File: config.mk
export PLATFORM = sky130hd
export DESIGN_NAME = lsu
export DESIGN_NICKNAME = d
export VERILOG_FILES = /design/src/rtl/lsu.sv
export SDC_FILE = /design/constraint.sdc
export NUM_CORES = 1
export LEC_CHECK = 0
export CORE_MARGIN = 8
export CORE_UTILIZATION = 42
export CTS_BUF_LIST = sky130_fd_sc_hd__clkbuf_16
export DETAILED_ROUTE_END_ITERATION = 8
export PLACE_DENSITY_LB_ADDON = 0.05
export SLEW_MARGIN = 20
export SYNTH_ARGS = -nofsm -noshare
export SYNTH_HDL_FRONTEND = slang
export SYNTH_SLANG_ARGS = --single-unit
File: constraint.sdc
create_clock -name clk -period 2.34 [get_ports clk]
set_input_delay 0.468 -clock clk [delete_from_list [all_inputs] [get_ports clk]]
set_output_delay 0.468 -clock clk [all_outputs]
set_load 0.02 [all_outputs]
File: src/rtl/lsu.sv
// Load/store unit: one exu request at a time over a valid/ready data bus.
// Optional bus watchdog enabled by defining LSU_TIMEOUT_EN.
module lsu #(
    parameter int unsigned TIMEOUT_CYCLES = 255
) (
    input  logic        clk,
    input  logic        rst_n,
    input  logic        req_i,
    input  logic        wen_i,
    input  logic [31:0] addr_i,
    input  logic [31:0] wdata_i,
    input  logic [3:0]  wmask_i,
    output logic [31:0] rdata_o,
    output logic        ack_o,
    output logic        err_o,
    output logic        busy_o,
    output logic        bus_valid_o,
    input  logic        bus_ready_i,
    output logic        bus_we_o,
    output logic [31:0] bus_addr_o,
    output logic [31:0] bus_wdata_o,
    output logic [3:0]  bus_wstrb_o,
    input  logic        bus_rvalid_i,
    input  logic [31:0] bus_rdata_i
);

    typedef enum logic [1:0] {
        IDLE = 2'd0,
        ADDR = 2'd1,
        RESP = 2'd2,
        DONE = 2'd3
    } state_t;

    if (TIMEOUT_CYCLES < 1 || TIMEOUT_CYCLES > 255) begin : g_timeout_range
        $error("lsu: TIMEOUT_CYCLES must lie in 1..255");
    end

    state_t      state_q, state_d;
    logic        wen_q;
    logic [31:2] addr_q;
    logic [31:0] wdata_q;
    logic [3:0]  wmask_q;
    logic [31:0] rdata_q;
    logic        timeout;
    logic        accept;

    // Only word addresses go on the bus; the byte offset is exu's business.
    logic unused_addr_bits;
    assign unused_addr_bits = ^addr_i[1:0];

    assign accept = (state_q == IDLE) && req_i;

`ifdef LSU_TIMEOUT_EN
    localparam logic [7:0] TIMEOUT_LIMIT = 8'(TIMEOUT_CYCLES);

    logic [7:0] cnt_q;
    logic       err_q;

    always_ff @(posedge clk or negedge rst_n) begin
        if (!rst_n) begin
            cnt_q <= 8'd0;
        end else if (accept) begin
            cnt_q <= 8'd0;
        end else if (state_q == ADDR || state_q == RESP) begin
            cnt_q <= cnt_q + 8'd1;
        end
    end

    assign timeout = (cnt_q == TIMEOUT_LIMIT);

    // Flag is captured only when the limit, not a bus completion, ends the wait.
    always_ff @(posedge clk or negedge rst_n) begin
        if (!rst_n) begin
            err_q <= 1'b0;
        end else begin
            err_q <= timeout && ((state_q == ADDR && !bus_ready_i) ||
                                 (state_q == RESP && !bus_rvalid_i));
        end
    end

    assign err_o = err_q && (state_q == DONE);
`else
    assign timeout = 1'b0;
    assign err_o   = 1'b0;
`endif

    always_ff @(posedge clk or negedge rst_n) begin
        if (!rst_n) begin
            state_q <= IDLE;
        end else begin
            // NOTE: non-blocking assignment so every register samples pre-edge values.
            state_q <= state_d;
        end
    end

    always_comb begin
        // NOTE: defaults first; any path that leaves a variable unassigned infers a latch.
        state_d     = state_q;
        busy_o      = 1'b1;
        bus_valid_o = 1'b0;
        ack_o       = 1'b0;
        case (state_q)
            IDLE: begin
                busy_o = 1'b0;
                if (req_i) state_d = ADDR;
            end
            ADDR: begin
                bus_valid_o = 1'b1;
                if (bus_ready_i)  state_d = RESP;
                else if (timeout) state_d = DONE;
            end
            RESP: begin
                if (bus_rvalid_i) state_d = DONE;
                else if (timeout) state_d = DONE;
            end
            DONE: begin
                ack_o   = 1'b1;
                state_d = IDLE;
            end
            default: state_d = IDLE;
        endcase
    end

    // NOTE: the request registers are reset so the bus fields read zero out of reset.
    always_ff @(posedge clk or negedge rst_n) begin
        if (!rst_n) begin
            wen_q   <= 1'b0;
            addr_q  <= 30'd0;
            wdata_q <= 32'd0;
            wmask_q <= 4'd0;
        end else if (accept) begin
            wen_q   <= wen_i;
            addr_q  <= addr_i[31:2];
            wdata_q <= wdata_i;
            wmask_q <= wmask_i;
        end
    end

    always_ff @(posedge clk or negedge rst_n) begin
        if (!rst_n) begin
            rdata_q <= 32'd0;
        end else if (state_q == RESP && bus_rvalid_i && !wen_q) begin
            rdata_q <= bus_rdata_i;
        end
    end

    assign rdata_o     = rdata_q;
    assign bus_we_o    = wen_q;
    assign bus_addr_o  = {addr_q, 2'b00};
    assign bus_wdata_o = wdata_q;
    assign bus_wstrb_o = wen_q ? wmask_q : 4'b0000;

endmodule

; ---- After elaboration in Yosys (flattened, before gate mapping)
; Index checks and enable logic that the tools add are counted.
; Widths: inputs -> output; s select.
[word_totals]
in_bits = 106
ff_bits = 101
output_inout_bits = 105
[op_classes]
mux = 8
eq_ne = 6
n_reduce_logical = 6
[ops]
columns = cell, count
row1 = $pmux 2 s4, 1
row2 = $mux 2, 3
row3 = $ne 2x2->1 const B, 3
row4 = $eq 2x2->1 const B, 2
row5 = $mux 4, 1
row6 = $logic_and 1x1->1, 3
row7 = $mux 1, 3
row8 = $reduce_and 3->1, 1
row9 = $eq 2x1->1 const B, 1
row10 = $logic_not 2->1, 1
row11 = $logic_not 1->1, 1

; ---- Depth between registers and ports, before layout
[depth]
ltp_word = 3
mapped_depth = 6
depth_no_buf = 4

; ---- Least setup slack after synthesis
; OpenSTA, ideal clock, no wires.
[synth_timing]
kind = flip-flop to flip-flop
startpoint = register state_q[1]
endpoint = register state_q[1]
stages_incl_launch_ff = 5
synth_period_minus_slack_ps = 1566
setup_time_ps = 127
required_time_ps = 2213
t_arrival_ps = 1439
setup_slack_ps = 774
path_cell_list = dfrtp_1 inv_1 ha_1 a222oi_1 mux2_1
[synth_via]
elab_chain_len = 3
[synth_lines]
columns = item, line
row1 = start: declaration, 38  ; state_t state_q, state_d;
row2 = start signal: assignment, 92  ; state_q <= state_d;
row3 = "$eq 2x2->1, or another cell as far along", 102  ; case (state_q)
row4 = $ne 2x2->1 (no source line), n/a
row5 = $reduce_and 3->1 (no source line), n/a
; Several ways; a longest one is shown, not always the timed one.
; A chain may end at the register's enable or synchronous reset.

; ---- Worst setup path after layout
[layout_timing]
startpoint = register state_q[0]
endpoint = output busy_o
[layout_via]
elab_chain_len = 2
[layout_lines]
columns = item, line
row1 = $logic_not 2->1, 102
row2 = $mux 1, 102
row3 = end: declaration, 16  ; output logic busy_o,
; Every way passes these cells.

==> impl_metrics.tcl <==
set metrics [dict create \
    clkSlewWorstSetupHoldPaths_ns 0.07 \
    met2_usage_pct 28.02 \
    cp_common_cell "inv_1" \
    post-route-util_pct 69.49 \
    cellLeakagePower_uw 0.002686 \
    antenna_found_initial 0 \
    vias 2651 \
    timing.rr.end "addr_q[2]" \
    drive_above_1_share_pct 26.79 \
    vdd_drop_max_v 0.0007176 \
    setup-tns-final_ns 0 \
    root_buffer "clkbuf_16" \
    ant_nets 0 \
    reg2regPathDepth 5 \
    cp-end-kind "primary output" \
    hold_buffers 0 \
    avgSynthCellArea_um2 16.59 \
    syn_inst 234 \
    die_h_um 112.1 \
    ys_seq_area_share_pct 65.12 \
    grt_use_total_pct 16.64 \
    grt.busiest_layer "met2" \
    cp_max_fo 4 \
    cp-start-kind "register" \
    yosysTopAreaCellShare_pct 65.12 \
    post_drt_wl_per_cell_um 18.36 \
    routed_wirelength_um 10260 \
    grt_max_degree 68 \
    post_cts_buffers 0 \
    rsz0062_at_grt "no" \
    htreeDepth 3 \
    cp_slowest_cell "clkdlybuf4s50_1" \
    cap_viol_max_count 0 \
    antenna_cells 0 \
    post-route-period-util_pct 93.70 \
    fin_ws_ns 0.1474 \
    route.detailed.drc 0 \
    setup_violations 0 \
    fin_worst_skew_ns 0.007627 \
    reg2reg_slack_ns 0.69 \
    p_per_area_nw_per_um2 1448 \
    dp_hpwl_um 7928 \
    ys_types 15 \
    required_ns 1.87 \
    fmax_mhz 456.1 \
    grt_pass1_vias 3017 \
    holdWs_ns 0.003990 \
    ioPinCount 211 \
    grt_overflow 0 \
    yosysTopAreaCell "dfrtp_1" \
    cts_buffers 9 \
    cp_slowest_stage_delay_ns 0.62 \
    viasPerCell 4.742 \
    grt_use_met3_pct 8.535 \
    synthToLayoutAreaGrowth_pct 63.09 \
    slew_viol_final 0 \
    core_area_um2 9109 \
    place_congestion 0.7090 \
    numClockSinks 101 \
    path_class "register to primary output" \
    drtPass1Iterations 4 \
    ys_warn_count 0 \
    die_area_um2 12570 \
    dpl_worst_slack_ns 0.3769 \
    hp-class "input pin to async pin" \
    cts_buffer_depth 2 \
    use_met1_pct 17.42 \
    synth-seq-cells 101 \
    worstSkewPairLatency_ns 0.33 \
    hold_viol_final 0 \
    grt_pass1_wl_um 16420 \
    rows 35 \
    tritoncts "done" \
    drt_iter0_drc 75 \
    cp.arrival_ns 1.72 \
    status "finished clean" \
    start_util_pct 42.61 \
    port_buffers 205 \
    syn_area_um2 3881 \
    r2r-start "state_q[0]" \
    cts_resized 0 \
    synth_area_leaders "dfrtp_1, mux2_2, ha_1" \
    period_needed_ns 2.193 \
    crit_chain "inv_1 > ha_1 > inv_1 > clkdlybuf4s50_1" \
    nets 553 \
    fill_cells 685 \
    die_x_um 112.1 \
]
worst max-delay path by stage:
stage / from / end
3_3_place_gp: bus_rvalid_i / state_q[1]
2_1_floorplan: state_q[1] / state_q[1]
5_1_grt: state_q[0] / busy_o
3_5_place_dp: bus_rvalid_i / state_q[1]
6_report: state_q[0] / busy_o
4_1_cts: state_q[0] / busy_o
layout by cell type, fill, tap and decap left out, drive strengths merged:
cell | synthesis | layout
and2 | 4 | 4
clkdlybuf4s50 | 0 | 204
mux2i | 1 | 1
mux2 | 100 | 100
buf | 13 | 5
clkbuf | 0 | 9
inv | 6 | 8
nand3b | 1 | 1
nand2 | 1 | 1
dfrtp | 101 | 101
conb | 1 | 3
nor2 | 1 | 1
clkinv | 0 | 2
clkinvlp | 0 | 3
a222oi | 1 | 1
ha | 4 | 4
critical path: cells and delay by family, from the launching register on:
kind	cells	cell delay (ns)
buf+inv	3	0.77
flops	1	0.37
fa+ha+maj	1	0.25
cell type report:
class	instances	area, um^2	area share (%)
clock inverter	7	48.80	0.7709
sequential	101	2527	39.93
inverter	6	22.52	0.3558
tap	111	138.9	2.194
clock buffer	9	225.2	3.558
multi-input combinational	116	1250	19.75
timing repair buffer	209	2117	33.45
cell families (layout without fill, tap and decap cells):
family / Yosys count / after routing / share of synthesized area [%]
mux: 101 / 101 / 29.27
simple gates: 7 / 7 / 1.031
other cells: 1 / 3 / 0.09662
flops: 101 / 101 / 65.12
fa+ha+maj: 4 / 4 / 1.290
buf+inv: 19 / 231 / 2.933
compound gates: 1 / 1 / 0.2579
cell usage after synthesis:
library cell and n:
dfrtp_1 101, mux2_2 99, buf_2 7, inv_1 6, and2_1 4, ha_1 4
buf_4 3, buf_6 3, a222oi_1 1, conb_1 1, mux2_1 1, mux2i_1 1
nand2_1 1, nand3b_1 1, nor2_1 1
report_power, final:
group | total (uW) | internal (uW) | switching, uW
combinational | 4720 | 2570 | 2150
sequential | 3080 | 2650 | 431
clock | 1360 | 723 | 640
sequential cells by signal (all words and copies together), names as in the netlist:
signal / flops
bus_wdata_o: 32
wmask_q: 4
state_q: 2
bus_we_o: 1
addr_q: 30
rdata_o: 32
per-stage QoR:
step                cell area (um^2)  power (uW)  instances
floorplan                       3889        5508        236
detailed placement              6056        7912        543
finish                          6330        9163        559
CTS                             6330        9314        559
global route                    6330        9670        559
global placement                6056        7781        543
routing by layer:
layer	vias up	wire length, um
met5	-	0
met4	0	165
met3	11	1142
met2	117	5136
met1	1303	3818
li1	1220	-
(Power assumes the default switching activity.)
==> RTL edit 1: new RTL, config.mk and constraints unchanged <==
The 4 states of `state_t` get a one-hot encoding in 4 bits.
--- a/src/rtl/lsu.sv
+++ b/src/rtl/lsu.sv
@@ -24,11 +24,11 @@
     input  logic [31:0] bus_rdata_i
 );
 
-    typedef enum logic [1:0] {
-        IDLE = 2'd0,
-        ADDR = 2'd1,
-        RESP = 2'd2,
-        DONE = 2'd3
+    typedef enum logic [3:0] {
+        IDLE = 4'b0001,
+        ADDR = 4'b0010,
+        RESP = 4'b0100,
+        DONE = 4'b1000
     } state_t;
 
     if (TIMEOUT_CYCLES < 1 || TIMEOUT_CYCLES > 255) begin : g_timeout_range
Formal check against the unedited RTL: same outputs for any inputs over 10 cycles, from zero or initial values and one cycle with rst_n low; not proved beyond that.
==> RTL edit 1 against the unedited design <==
Count of clock-buffer cells in the layout unchanged. Area after synthesis up 7.8%. Cell area up 5.6%. Setup slack better by 0.040 ns. Sequential cell count up 2. Clock power down 3%. Power down 6.8%. Routed wire length up 5.7%. Largest cell class unchanged. Highest routed layer unchanged.
==> RTL edit 1: results (changes against the unedited design) <==
setup.worst_path.start: "state_q[2]"
routed_wl_mm: 10.9  # +5.7%
place_inst: 574  # +5.7%
finalNetCount: 559  # +1.1%
crit_arrival_ns: 1.68  # -0.04 ns
max-vdd-ir-drop_mv: 0.890  # +24%
ys_seq_area_share_pct: 61.7  # -3.5 points
gp_congestion: 0.753  # +6.1%
critical_path.max_fanout: 8  # +4
netlist-cell-type-count: 26  # +11
leakage_uw: 0.00301  # +12%
status: "completed"
first_iter_violations: 80  # +6.7%
grt_pass1_wl_mm: 16.7  # +1.9%
reg2reg_from: "state_q[0]"
synthTopCellsByArea: "dfrtp_1, mux2_4, mux2_2"
p_int_uw: 5650  # -4.8%
hp-class: "flop to flop"
wl_per_cell_um: 18.4  # +0.19%
syn_inst: 242  # +3.4%
grt.met3_usage_pct: 8.60  # +0.064 points
skew_ns: 0.00405  # -0.00358 ns
grt_pass1_vias: 2975  # -1.4%
cts_hold_buf: 1  # +1
met2_usage_pct: 25.7  # -2.3 points
grt_max_degree: 42  # -38%
grtUsageTotal_pct: 16.4  # -0.27 points
## RTL edit 1: cell count changes after synthesis, sizes merged, moves of 2 or more
cell	change
inv	-4
nor4	+2
buf	+2
ha	-4
nor4b	+2
## RTL edit 1: critical path: stages, from the launching register on
cell and delay (ns):
dfrtp_1 0.48, nor2_2 0.19, nand3b_1 0.10, clkdlybuf4s50_1 0.57
## RTL edit 1: logic make-up after synthesis
group	synth area share, %
flip-flops	61.7
buffers and inverters	3.08
multiplexers	31.1
other	0.0897
AND/OR/NAND/NOR	3.65
AO/OA/AOI/OAI	0.479
## RTL edit 1: metal layers
| layer | wire, µm | vias to the layer above |
|---|---|---|
| met4 | 115 | 0 |
| met5 | 0 | - |
| met1 | 4230 | 1361 |
| met3 | 1310 | 8 |
| met2 | 5210 | 119 |
| li1 | - | 1259 |
## RTL edit 1: final cells by class
| cell class | instances | area (µm²) |
|---|---|---|
| clock inverter | 6 | 30.0 |
| inverter | 2 | 7.51 |
| fill | 720 | 3050 |
| sequential | 103 | 2580 |
| multi-input combinational | 124 | 1500 |
| tap | 133 | 166 |
| clock buffer | 9 | 225 |
| timing repair buffer | 213 | 2180 |
## RTL edit 1: power groups by stage
stage	combinational (µW)	sequential [µW]	clock, µW
final	4250	2970	1320
after global routing	4490	3070	1420
after CTS	4320	2980	1360
after detailed placement	4300	3000	0
after global placement	4270	2950	0
after floorplan	1480	3770	0
## RTL edit 1: through the flow
step                      hold WS [ns]  util, %  area (µm²)  setup slack [ns]
after floorplan                  0.172        -        4190             0.513
after global placement           0.344     65.9        6410             0.272
after detailed placement         0.344     65.9        6410             0.177
after CTS                        0.507     68.7        6680            0.0239
after global routing             0.517     68.7        6680            0.0788
final                            0.504     68.7        6680             0.187
==> RTL edit 2: new RTL, same settings <==
Without the edit above. Add a define of `LSU_TIMEOUT_EN`.
--- a/src/rtl/lsu.sv
+++ b/src/rtl/lsu.sv
@@ -1,5 +1,7 @@
 // Load/store unit: one exu request at a time over a valid/ready data bus.
 // Optional bus watchdog enabled by defining LSU_TIMEOUT_EN.
+`define LSU_TIMEOUT_EN
+
 module lsu #(
     parameter int unsigned TIMEOUT_CYCLES = 255
 ) (
Formal check against the unedited RTL: no difference found for any inputs over 10 cycles, from zero or initial values and one cycle with rst_n low; that may be too few to reach the edited logic, so the function may still have changed.
==> RTL edit 2 against the unedited design <==
Routed wire length up 22%. Sequential cell count up 9. Cell area up 9.8%. Clock skew up 0.0015 ns. Non-clock buffer count up 5. Sequential power up 6%. Area after synthesis up 14%. Critical path depth down 1. Setup slack better by 0.0054 ns. Power up 3.1%.
==> RTL edit 2: results (changes against the unedited design) <==
status: "completed"
grt_max_degree: 33  # -51%
finalNetCount: 742  # +34%
cts_buffers: 9  # unchanged
reg2reg_from: "state_q[0]"
cts_buffer_depth: 2  # unchanged
pre_cts_slack_ns: 0.329  # -0.0482 ns
grt_pass1_wl_mm: 20.6  # +25%
clk_pin_slew_worst_paths_ns: 0.07  # about the same
placed_area_mm2: 0.00665  # +9.8%
skew_ns: 0.00914  # +0.00152 ns
cts-htree-levels: 3  # unchanged
rr_worst_depth: 4  # -1
synth_common_cells: "nand2_1, dfrtp_1, mux2_2, buf_2"
grt_pass1_vias: 4026  # +33%
grtUsageTotal_pct: 18.0  # +1.4 points
cpLargestDelayFamily: "buffers and inverters"
critPathSlowestCell: "clkdlybuf4s50_1"
clk-insertion-delay-late_ns: 0.34
crit_arrival_ns: 1.72  # about the same
hp-class: "primary input to async pin"
hold_slack_ns: 0.0452  # +0.0412 ns
final_layout_size_suffix_gt1_share_pct: 9.62  # -17 points
gp_congestion: 0.716  # +0.93%
r2r_slack_ns: 0.52  # -0.17 ns
diodes: 0  # unchanged
async_flop_share_pct: 100  # unchanged
cpPeakStageDelay_ns: 0.62  # about the same
leakage_uw: 0.00328  # +22%
firstDrtPassIters: 5  # +1
r2r-end: "rdata_o[4]"
critical_path.max_fanout: 6  # +2
numPortBuffers: 206  # +0.49%
ys_seq_area_share_pct: 62.2  # -2.9 points
dp_hpwl_mm: 9.54  # +20%
ys_warn_count: 0  # unchanged
synthTopCellsByArea: "dfrtp_1, nand2_1, mux2_2"
antenna_found_initial: 0  # unchanged
first_iter_violations: 153  # +100%
netlist-cell-type-count: 31  # +16
max-vdd-ir-drop_mv: 0.622  # -13%
root_buffer: "clkbuf_16"
wl_per_cell_um: 16.2  # -12%
viasPerCell: 4.69  # -1.1%
synth_ff_type: "dfrtp_1"
-- RTL edit 2: changes by cell type after synthesis, sizes merged, moves of 4 or more --
cell and delta:
nand2 +203, mux2 -68, dfrtp +9, clkbuf +6, nor2 +6, a21oi +4
nand3 +4, o21ai +4
-- RTL edit 2: cells by family (layout without fill, tap and decap cells) --
kind of cell | count (synthesis) | in the layout | share of synthesized area (%)
compound gates | 12 | 12 | 1.81
simple gates | 233 | 233 | 21.7
buf+inv | 24 | 233 | 3.11
fa+ha+maj | 7 | 7 | 1.98
other cells | 1 | 2 | 0.0847
mux | 33 | 33 | 8.37
xor+xnor | 4 | 4 | 0.792
flops | 110 | 110 | 62.2
-- RTL edit 2: layout make-up --
cell class / instances / area [µm²]
timing repair buffer: 214 / 2170
tap: 136 / 170
sequential: 110 / 2750
fill: 838 / 3330
clock inverter: 7 / 75.1
inverter: 3 / 11.3
multi-input combinational: 291 / 1540
clock buffer: 9 / 225
-- RTL edit 2: what timing repair did --
item                                    in CTS  in global routing
gates resized for setup                      0                  2
buffers inserted                             0                  0
endpoints found under the setup margin       0                  1
-- RTL edit 2: per-stage QoR --
step / util (%) / instances
after floorplan: - / 425
after global placement: 64.7 / 754
after detailed placement: 64.7 / 754
after CTS: 67.6 / 770
after global routing: 67.6 / 770
final: 67.6 / 770
-- RTL edit 2: worst reg2reg max path: stages (launching register included) --
cell and delay (ns):
dfrtp_1 0.43, inv_1 0.15, ha_1 0.27, nand3b_4 0.39, mux2_1 0.46
-- RTL edit 2: worst max path at each step --
stage | to | cells past startpoint | from | slack (ns)
after floorplan | cnt_q[5] | 6 | state_q[0] | 0.82
after global placement | rdata_o[4] | 3 | bus_rvalid_i | 0.35
after detailed placement | rdata_o[4] | 3 | bus_rvalid_i | 0.33
after CTS | busy_o | 4 | state_q[0] | 0.03
after global routing | bus_valid_o | 3 | state_q[1] | 0.04
final | bus_valid_o | 3 | state_q[1] | 0.15
-- RTL edit 2: routing by layer --
layer,part of all wire [%],track usage [%]
met1,39,19.8
met4,0.99,4.82
met2,49,30.4
met5,0,0
met3,11,8.81
-- RTL edit 2: power by group --
part | internal (µW) | switching (µW)
Sequential | 2770 | 483
Combinational | 2250 | 2420
Clock | 833 | 692
Total | 5850 | 3590
